File: src/rtl/alu_instr_controller.sv
// Multi-cycle control FSM for the ALU datapath: latches an instruction, decodes it and
// sequences operand reads, execution and write-back. Optional trap: ALU_CTRL_ILLEGAL_TRAP_EN.
module alu_instr_controller (
    input  logic        clk,
    input  logic        reset_n,
    input  logic        s,
    input  logic [15:0] in_instr,
    output logic        w,
    output logic        err,
    output logic [2:0]  readnum,
    output logic [2:0]  writenum,
    output logic        write,
    output logic        loada,
    output logic        loadb,
    output logic        loadc,
    output logic        loads,
    output logic        asel,
    output logic        bsel,
    output logic        vsel,
    output logic [1:0]  ALUop,
    output logic [1:0]  shift,
    output logic [15:0] sximm8
);

    localparam int unsigned IW = 16;
    localparam int unsigned RW = 3;

    typedef enum logic [2:0] {
        ST_WAIT,
        ST_DECODE,
        ST_GET_A,
        ST_GET_B,
        ST_EXEC,
        ST_WRITE_REG,
        ST_WRITE_IMM
    } state_t;

    state_t          state;
    state_t          state_nxt;
    logic [IW-1:0]   ir;
    logic            trap;
    logic            accept;

    // Instruction field and class decode from the latched IR
    logic [2:0]    opcode;
    logic [1:0]    op;
    logic [RW-1:0] rn;
    logic [RW-1:0] rd;
    logic [RW-1:0] rm;
    logic          is_mov_imm;
    logic          is_mov_reg;
    logic          is_two_op;
    logic          is_cmp;
    logic          is_mvn;

    assign opcode     = ir[15:13];
    assign op         = ir[12:11];
    assign rn         = ir[10:8];
    assign rd         = ir[7:5];
    assign rm         = ir[2:0];
    assign is_mov_imm = (opcode == 3'b110) && (op == 2'b10);
    assign is_mov_reg = (opcode == 3'b110) && (op == 2'b00);
    assign is_two_op  = (opcode == 3'b101) && ((op == 2'b00) || (op == 2'b10));
    assign is_cmp     = (opcode == 3'b101) && (op == 2'b01);
    assign is_mvn     = (opcode == 3'b101) && (op == 2'b11);

    assign ALUop  = (opcode == 3'b110) ? 2'b00 : op;
    assign shift  = ir[4:3];
    assign sximm8 = {{8{ir[7]}}, ir[7:0]};
    assign bsel   = 1'b0;

`ifdef ALU_CTRL_ILLEGAL_TRAP_EN
    logic illegal;
    logic err_q;

    assign illegal = ~(is_mov_imm | is_mov_reg | is_two_op | is_cmp | is_mvn);

    // Sticky trap: once set, the FSM parks in WAIT until reset
    always_ff @(posedge clk) begin
        if (!reset_n) begin
            err_q <= 1'b0;
        end else if ((state == ST_DECODE) && illegal) begin
            err_q <= 1'b1;
        end
    end

    assign trap = err_q;
`else
    assign trap = 1'b0;
`endif

    assign err    = trap;
    assign accept = (state == ST_WAIT) && s && !trap;

    always_ff @(posedge clk) begin
        if (!reset_n) begin
            state <= ST_WAIT;
            ir    <= IW'(0);
        end else begin
            state <= state_nxt;
            if (accept) begin
                ir <= in_instr;
            end
        end
    end

    // Next-state and Moore output decode
    always_comb begin
        state_nxt = state;
        w         = 1'b0;
        readnum   = RW'(0);
        writenum  = RW'(0);
        write     = 1'b0;
        loada     = 1'b0;
        loadb     = 1'b0;
        loadc     = 1'b0;
        loads     = 1'b0;
        asel      = 1'b0;
        vsel      = 1'b0;
        case (state)
            ST_WAIT: begin
                w = 1'b1;
                if (accept) begin
                    state_nxt = ST_DECODE;
                end
            end
            ST_DECODE: begin
                if (is_mov_imm) begin
                    state_nxt = ST_WRITE_IMM;
                end else if (is_two_op || is_cmp) begin
                    state_nxt = ST_GET_A;
                end else if (is_mov_reg || is_mvn) begin
                    state_nxt = ST_GET_B;
                end else begin
                    state_nxt = ST_WAIT;
                end
            end
            ST_GET_A: begin
                readnum   = rn;
                loada     = 1'b1;
                state_nxt = ST_GET_B;
            end
            ST_GET_B: begin
                readnum   = rm;
                loadb     = 1'b1;
                state_nxt = ST_EXEC;
            end
            ST_EXEC: begin
                loadc     = !is_cmp;
                loads     = is_cmp;
                asel      = is_mov_reg;
                state_nxt = is_cmp ? ST_WAIT : ST_WRITE_REG;
            end
            ST_WRITE_REG: begin
                write     = 1'b1;
                writenum  = rd;
                state_nxt = ST_WAIT;
            end
            ST_WRITE_IMM: begin
                write     = 1'b1;
                vsel      = 1'b1;
                writenum  = rn;
                state_nxt = ST_WAIT;
            end
            default: begin
                state_nxt = ST_WAIT;
            end
        endcase
    end

endmodule
File: config.mk
export PLATFORM = sky130hd
export DESIGN_NAME = alu_instr_controller
export DESIGN_NICKNAME = d
export VERILOG_FILES = /design/src/rtl/alu_instr_controller.sv
export SDC_FILE = /design/constraint.sdc
export NUM_CORES = 1
export LEC_CHECK = 0
export ABC_AREA = 1
export BUFFER_PORTS_ARGS = -buffer_cell sky130_fd_sc_hd__clkbuf_2
export CELL_PAD_IN_SITES_DETAIL_PLACEMENT = 2
export CELL_PAD_IN_SITES_GLOBAL_PLACEMENT = 2
export CORE_MARGIN = 4
export CORE_UTILIZATION = 24
export CTS_BUF_LIST = sky130_fd_sc_hd__clkbuf_2
export CTS_CLUSTER_SIZE = 14
export DETAILED_ROUTE_END_ITERATION = 10
export PLACE_DENSITY_LB_ADDON = 0.1
export SLEW_MARGIN = 20
export SYNTH_ARGS = -nofsm -noshare
export SYNTH_HDL_FRONTEND = slang
export SYNTH_SLANG_ARGS = --single-unit
export TNS_END_PERCENT = 10
File: constraint.sdc
create_clock -name clk -period 1.5 [get_ports clk]
set_input_delay 0 -clock clk [delete_from_list [all_inputs] [get_ports clk]]
set_output_delay 0 -clock clk [all_outputs]
set_load 0.05 [all_outputs]
Word-level counts from Yosys, hierarchy flattened --
Cells that the tools add are included.
Word-level totals: register bits after elaboration 19, output and inout bits 36, bits of input ports 19, logic and storage cells 44
Operators by class: equality and inequality tests 12, mux-type cells 17, reduce and logical (&&, ||, !) cells 13
Operators by type and width (number):
- $eq A3 B3 Y1 const B | 5
- $pmux W3 S5 | 1
- $pmux W3 S2 | 2
- $mux W3 | 3
- $mux W1 | 8
- $eq A3 B2 Y1 const B | 2
- $logic_and A1 B1 Y1 | 6
- $mux W2 | 3
- $eq A2 B2 Y1 const B | 2
- $eq A3 B1 Y1 const B | 1
- $logic_not A3 Y1 | 1
- $logic_or A1 B1 Y1 | 3
- $eq A2 B1 Y1 const B | 1
- $logic_not A2 Y1 | 1
- $ne A2 B2 Y1 const B | 1
- $reduce_or A2 Y1 | 1
- $logic_not A1 Y1 | 1

Logic depth before layout (Yosys ltp) --
Gate-level depths: netlist of run 1.
depth in word-level cells 7, depth in mapped cells 8, depth with buffers taken out 7

Least setup slack after synthesis of run 1 --
OpenSTA, ideal clock, no wires.
path kind reg-to-output, start register state[2], end output readnum[0], path slack 43 ps, data required time 1500 ps, data arrival time 1457 ps, stages on the path, launching flop included 5, buffers on the path 1, cells stage by stage dfxtp_1 buf_4 nor2_1 nand2_1 o22ai_1
On the way: cells in the longest elaborated chain, start to end 2, elaborated cells on any way between the ends 3, classes of those cells 2 x eq/ne; 1 x mux
Ends and longest elaborated chain:
- start: declaration | line 38 | state_t state;
- start signal: assignment | line 100 | state <= state_nxt;
- $eq A3 B2 Y1 | line 120 | case (state)
- $pmux W3 S2 (*) | line 120
- end: declaration | line 10 | output logic [2:0] readnum,
Every way passes the cells marked *; elsewhere a longest branch is shown, timed or not.

Worst setup path after layout of run 1 --
start register state[2], end output readnum[2]
Same word-level chain as after synthesis.

==> results.yml, run 1 <==
critical_path:
  path_class: "register to primary output"
  arrival_ns: 1.39
  r2r_cells: 6
  cp-start-kind: "register"
  worstPathRequired_ns: 1.50
  end_kind: "primary output"
  r2r_setup_slack_ns: 0.24
  worstPathMaxFanout: 7
  r2r-end: "ir[2]"
  regToRegStartpoint: "state[1]"
sta:
  setup_tns_ns: 0
  period_needed_ns: 1.39
  timing.fmax_mhz: 722
  final-hold-violation-count: 0
  fin_skew_ns: 0.00321
  setup_viol: 0
  hold_ws_ns: 0.0564
  report.final.slew_viol_count: 0
  layout_setup_ws_ns: 0.115
  rsz0062_at_grt: "yes"
  post-route-period-util: 0.923
routing:
  detail_route.wl_per_cell_um: 13.5
  drtPass1Iterations: 2
  first_iter_violations: 36
  wl_mm: 3.43
  via_per_inst: 4.53
  final_antenna_net_count: 0
  route.detailed.drc: 0
  vias: 1145
logic_synthesis:
  yosysTopAreaCellShare: 0.348
  yosys-top-cells-count: "a21oi_1, buf_4, inv_1"
  synth_ff_type: "dfxtp_1"
  async_flop_share: 0
  synth_top_family_by_area: "buffers and inverters"
  synth.distinct_cells: 20
  synth_compound_area_frac: 0.196
  synth-edff-count: 0
  synth_mux_area_frac: 0
  synth_area_um2: 1090
  synth_simple_gate_area_share: 0.200
  synth_area_leaders: "dfxtp_1, buf_4, a21oi_1"
  syn_avg_cell_area_um2: 7.19
  synthAdderAreaFrac: 0
  synth_xor_area_frac: 0
  synth_seq_cells: 19
  syn_inst: 152
  yosys_warnings: 0
  yosysSeqAreaShare: 0.348
  post-synth-top-area-cell: "dfxtp_1"
clock_network:
  worstSkewPairLatency_ns: 0.31
  clock_sinks: 19
  cts_tree: "done"
  cts_setup_buffers: 0
  clockRootBuffer: "clkbuf_2"
  htreeDepth: 1
  cts_max_path_buffers: 2
  cts_buffers: 3
  clk_pin_slew_ns: 0.19
floorplan:
  core_area_um2: 4380
  die_w_um: 75.5
  dieArea_um2: 5690
  die_y_um: 75.5
  floorplan.initialDensity: 0.249
  fp-row-count: 24
  num_io_pins: 55
worst_hold_path:
  min_to: "ir[10]"
  hp-class: "primary input to register"
  hp-start: "reset_n"
  whs_path_depth: 3
final_layout:
  layout.nets: 221
  n_fill_cell: 532
  area_delta_synth_final_pct: 38.1
  diodes: 0
  drive_gt1_frac: 0.388
global_route:
  grtUsageTotal: 0.133
  grt_overflow: 0
  grt_max_degree: 28
  grt_antenna_before_repair: 0
  grt_pass1_wl_mm: 5.80
  grt_pass1_vias: 1226
pwr:
  leakagePower_nw: 0.739
  p_per_area_nw_per_um2: 831
  ir_drop_uv: 430
placement:
  gp_congestion: 0.778
  place_ws_ns: 0.202
  placement.io_buffers: 52
  dp_hpwl_mm: 2.63
status:
  run_status: "complete, no violations"
flow_run:
  cap_violations: 0
==> routing by layer <==
layer,vias to the layer above,wire length (µm),GRT usage
met5,-,0,0
met4,0,17,0.0233
met3,2,212,0.0317
met2,33,1780,0.249
met1,538,1420,0.153
li1,572,-,-
==> through the flow <==
step,total power (W),area (µm²),utilization,cells
2_1_floorplan,0.000955,1100,-,153
6_report,0.00125,1510,0.344,253
4_1_cts,0.00128,1470,0.334,253
3_3_place_gp,0.000983,1240,0.283,233
5_1_grt,0.00134,1510,0.344,253
3_5_place_dp,0.000994,1240,0.283,233
==> worst max-delay path, cell delays in order (launching register included) <==
cell      delay [ns]
dfxtp_4         0.43
nor2_2          0.16
nand2_2         0.11
o22ai_1         0.12
clkbuf_4        0.25
==> how the worst max path moves through the flow <==
stage | startpoint | to | slack, ns
5_1_grt | state[1] | asel | -0.01
3_5_place_dp | state[2] | readnum[0] | 0.20
2_1_floorplan | state[2] | readnum[0] | 0.04
4_1_cts | state[2] | readnum[0] | 0.008
3_3_place_gp | state[2] | loads | 0.25
6_report | state[2] | readnum[2] | 0.11
==> sequential cells by signal (all words and copies together), names as in the netlist <==
register and count:
state 3, ir 16
==> power breakdown <==
part	switching, W	internal [W]
registers	0.0000335	0.000543
clock network	0.000168	0.0000706
logic	0.000321	0.000119
==> cell usage in the layout, fill, tap and decap left out <==
cell type	instances
clkbuf_8	1
dlygate4sd3_1	16
nor2_1	7
o22ai_2	1
buf_6	2
nand2_8	1
nor2_2	3
o22ai_1	5
nand3_1	10
dfxtp_2	4
o21ai_2	1
nand2_2	1
dfxtp_1	12
inv_2	3
o21ai_1	3
o21ai_0	8
buf_2	1
buf_4	6
nor2_8	1
conb_1	2
o31ai_1	1
clkbuf_2	46
nor2_4	1
inv_1	20
dfxtp_4	3
nand2_1	18
nand2_4	1
clkbuf_4	1
nand3_4	1
a21oi_1	21
==> cell families (layout without fill, tap and decap cells) <==
logic type             Yosys count  in the layout
buffers and inverters           48             96
other                            1              2
flip-flops                      19             19
AO/OA/AOI/OAI                   40             40
AND/OR/NAND/NOR                 44             44
==> what timing repair did <==
item,4_1_cts,5_1_grt
gates cloned,0,0
resized for setup,17,23
hold endpoints to repair,16,0
setup endpoints to repair,13,12
hold buffers,16,0
==> layout make-up <==
cell class              instances  area (µm²)  share of cell area
clock buffers                   4        20.0              0.0133
flip-flops and latches         19         397               0.263
repair buffers                 69         464               0.308
inverters                      23        86.3              0.0572
multi-input cells              86         477               0.316
well taps                      52        65.1              0.0431
Note: power is estimated with default switching activity, not from simulation.
==> run 2: changes to the inputs <==
--- a/config.mk
+++ b/config.mk
@@ -7,14 +7,12 @@
 export LEC_CHECK = 0
 export ABC_AREA = 1
 export BUFFER_PORTS_ARGS = -buffer_cell sky130_fd_sc_hd__clkbuf_2
-export CELL_PAD_IN_SITES_DETAIL_PLACEMENT = 2
-export CELL_PAD_IN_SITES_GLOBAL_PLACEMENT = 2
 export CORE_MARGIN = 4
-export CORE_UTILIZATION = 24
+export CORE_UTILIZATION = 45
 export CTS_BUF_LIST = sky130_fd_sc_hd__clkbuf_2
 export CTS_CLUSTER_SIZE = 14
 export DETAILED_ROUTE_END_ITERATION = 10
-export PLACE_DENSITY_LB_ADDON = 0.1
+export PLACE_DENSITY = 0.79
 export SLEW_MARGIN = 20
 export SYNTH_ARGS = -nofsm -noshare
 export SYNTH_HDL_FRONTEND = slang
==> run 2 against run 1 <==
  * Clock skew up 0.0066 ns
  * Flip-flop and latch count unchanged
  * Count of clock-buffer cells in the layout unchanged
  * Worst hold slack worse by 0.0059 ns
  * Routed wire length down 23%
  * Largest power group unchanged
  * Sequential share of layout area up 1.0 points
==> results.yml, run 2 (synthesis results as in run 1) <==
critical_path:
  worstPathMaxFanout: 7
  path_class: "register to primary output"
  worstPathRequired_ns: 1.50
  end_kind: "primary output"
  cp-start-kind: "register"
  arrival_ns: 1.48
global_route:
  globalRouteMet1Util: 0.190
  grtUsageTotal: 0.160
  busiest_layer: "met2"
  grt_util_met2: 0.281
  grt_max_degree: 28
  grtUsageMet3: 0.0294
  grt_pass1_vias: 1029
  grt_antenna_before_repair: 0
  grt_pass1_wl_mm: 4.24
  grt_overflow: 0
sta:
  rsz0062_at_grt: "yes"
  timing.fmax_mhz: 676
  fin_skew_ns: 0.00979
  setup_viol: 0
  setup_tns_ns: 0
  period_needed_ns: 1.48
  report.final.slew_viol_count: 0
  post-route-period-util: 0.986
  final-hold-violation-count: 0
routing:
  route.detailed.drc: 0
  first_iter_violations: 34
  final_antenna_net_count: 0
  drtPass1Iterations: 4
  via_per_inst: 4.93
  vias: 1123
  wl_mm: 2.64
  detail_route.wl_per_cell_um: 11.6
floorplan:
  die_y_um: 57.3
  floorplan.initialDensity: 0.484
  core_area_um2: 2250
  dieArea_um2: 3280
  die_w_um: 57.3
  num_io_pins: 55
  fp-row-count: 17
clock_network:
  htreeDepth: 1
  cts_max_path_buffers: 2
  worstSkewPairLatency_ns: 0.30
  clk_pin_slew_ns: 0.17
  clockRootBuffer: "clkbuf_2"
  clock_sinks: 19
  cts_setup_buffers: 0
  cts_buffers: 3
  cts_tree: "done"
pwr:
  leakagePower_nw: 0.725
  ir_drop_uv: 654
  p_per_area_nw_per_um2: 866
final_layout:
  largest_register: "ir"
  n_fill_cell: 206
  layout.nets: 220
  drive_gt1_frac: 0.325
  area_delta_synth_final_pct: 28.8
  ff_latch_area_um2: 384
  layout_common_cells: "clkbuf_2, inv_1, a21oi_1, nand2_1, dfxtp_1"
  reg_top3: "ir: 16 flops, state: 3 flops"
  largest_reg_flops: 16
  multi_input_area_um2: 445
  diodes: 0
  final_common_cell: "clkbuf_2"
  layout.cells.non_filler: 228
placement:
  placement.io_buffers: 52
  gp_congestion: 0.912
  dp_hpwl_mm: 1.96
  placed_cells: 208
status:
  run_status: "complete, no violations"
worst_hold_path:
  hp-class: "primary input to register"
flow_run:
  cap_violations: 0
## run 2: cell count changes in the layout (fill, tap and decap cells not counted), sizes merged
cell / delta
clkbuf: +2
buf: -3
## run 2: stage by stage
stage	total power (W)	hold WS (ns)	setup slack (ns)	cell area, µm²	util
2_1_floorplan	0.000955	0.138	0.0427	1100	-
3_3_place_gp	0.000969	0.258	0.276	1200	0.533
3_5_place_dp	0.000978	0.263	0.202	1200	0.533
4_1_cts	0.00123	0.0343	0.000864	1400	0.620
5_1_grt	0.00128	0.0833	-0.0620	1410	0.624
6_report	0.00122	0.0505	0.0211	1410	0.624
## run 2: what timing repair did
action                     CTS  global route
setup endpoints to repair   11             9
gates resized for setup      7             9
hold buffers                16             0
hold endpoints to repair    16             0
pin swaps                    0             0
## run 2: routing by layer
metal | wire, µm | part of all wire
met3 | 226 | 0.086
met1 | 1020 | 0.39
met4 | 57 | 0.022
met5 | 0 | 0
met2 | 1340 | 0.51
## run 2: worst paths after layout
kind         startpoint         end  slack, ns  cells past startpoint
min             reset_n      ir[10]       0.05                      3
max reg2reg    state[0]       ir[7]       0.31                      6
max            state[2]  readnum[1]       0.02                      4
min reg2reg       ir[5]       ir[5]       0.48                      2
## run 2: power breakdown
| part | switching (W) | internal, W |
|---|---|---|
| sequential | 0.0000289 | 0.000543 |
| clock | 0.000147 | 0.0000707 |
| combinational | 0.000312 | 0.000117 |
## run 2: final cells by class
cell class / count / share of cell area
multi-input combinational: 86 / 0.317
timing repair buffer: 68 / 0.310
sequential: 19 / 0.273
inverter: 23 / 0.0614
tap: 28 / 0.0249
clock buffer: 4 / 0.0142
## run 2: critical path: stages (launching register included)
cell and delay, ns:
dfxtp_4 0.41, nor2_1 0.17, nand2_1 0.17, o22ai_1 0.20, buf_4 0.24
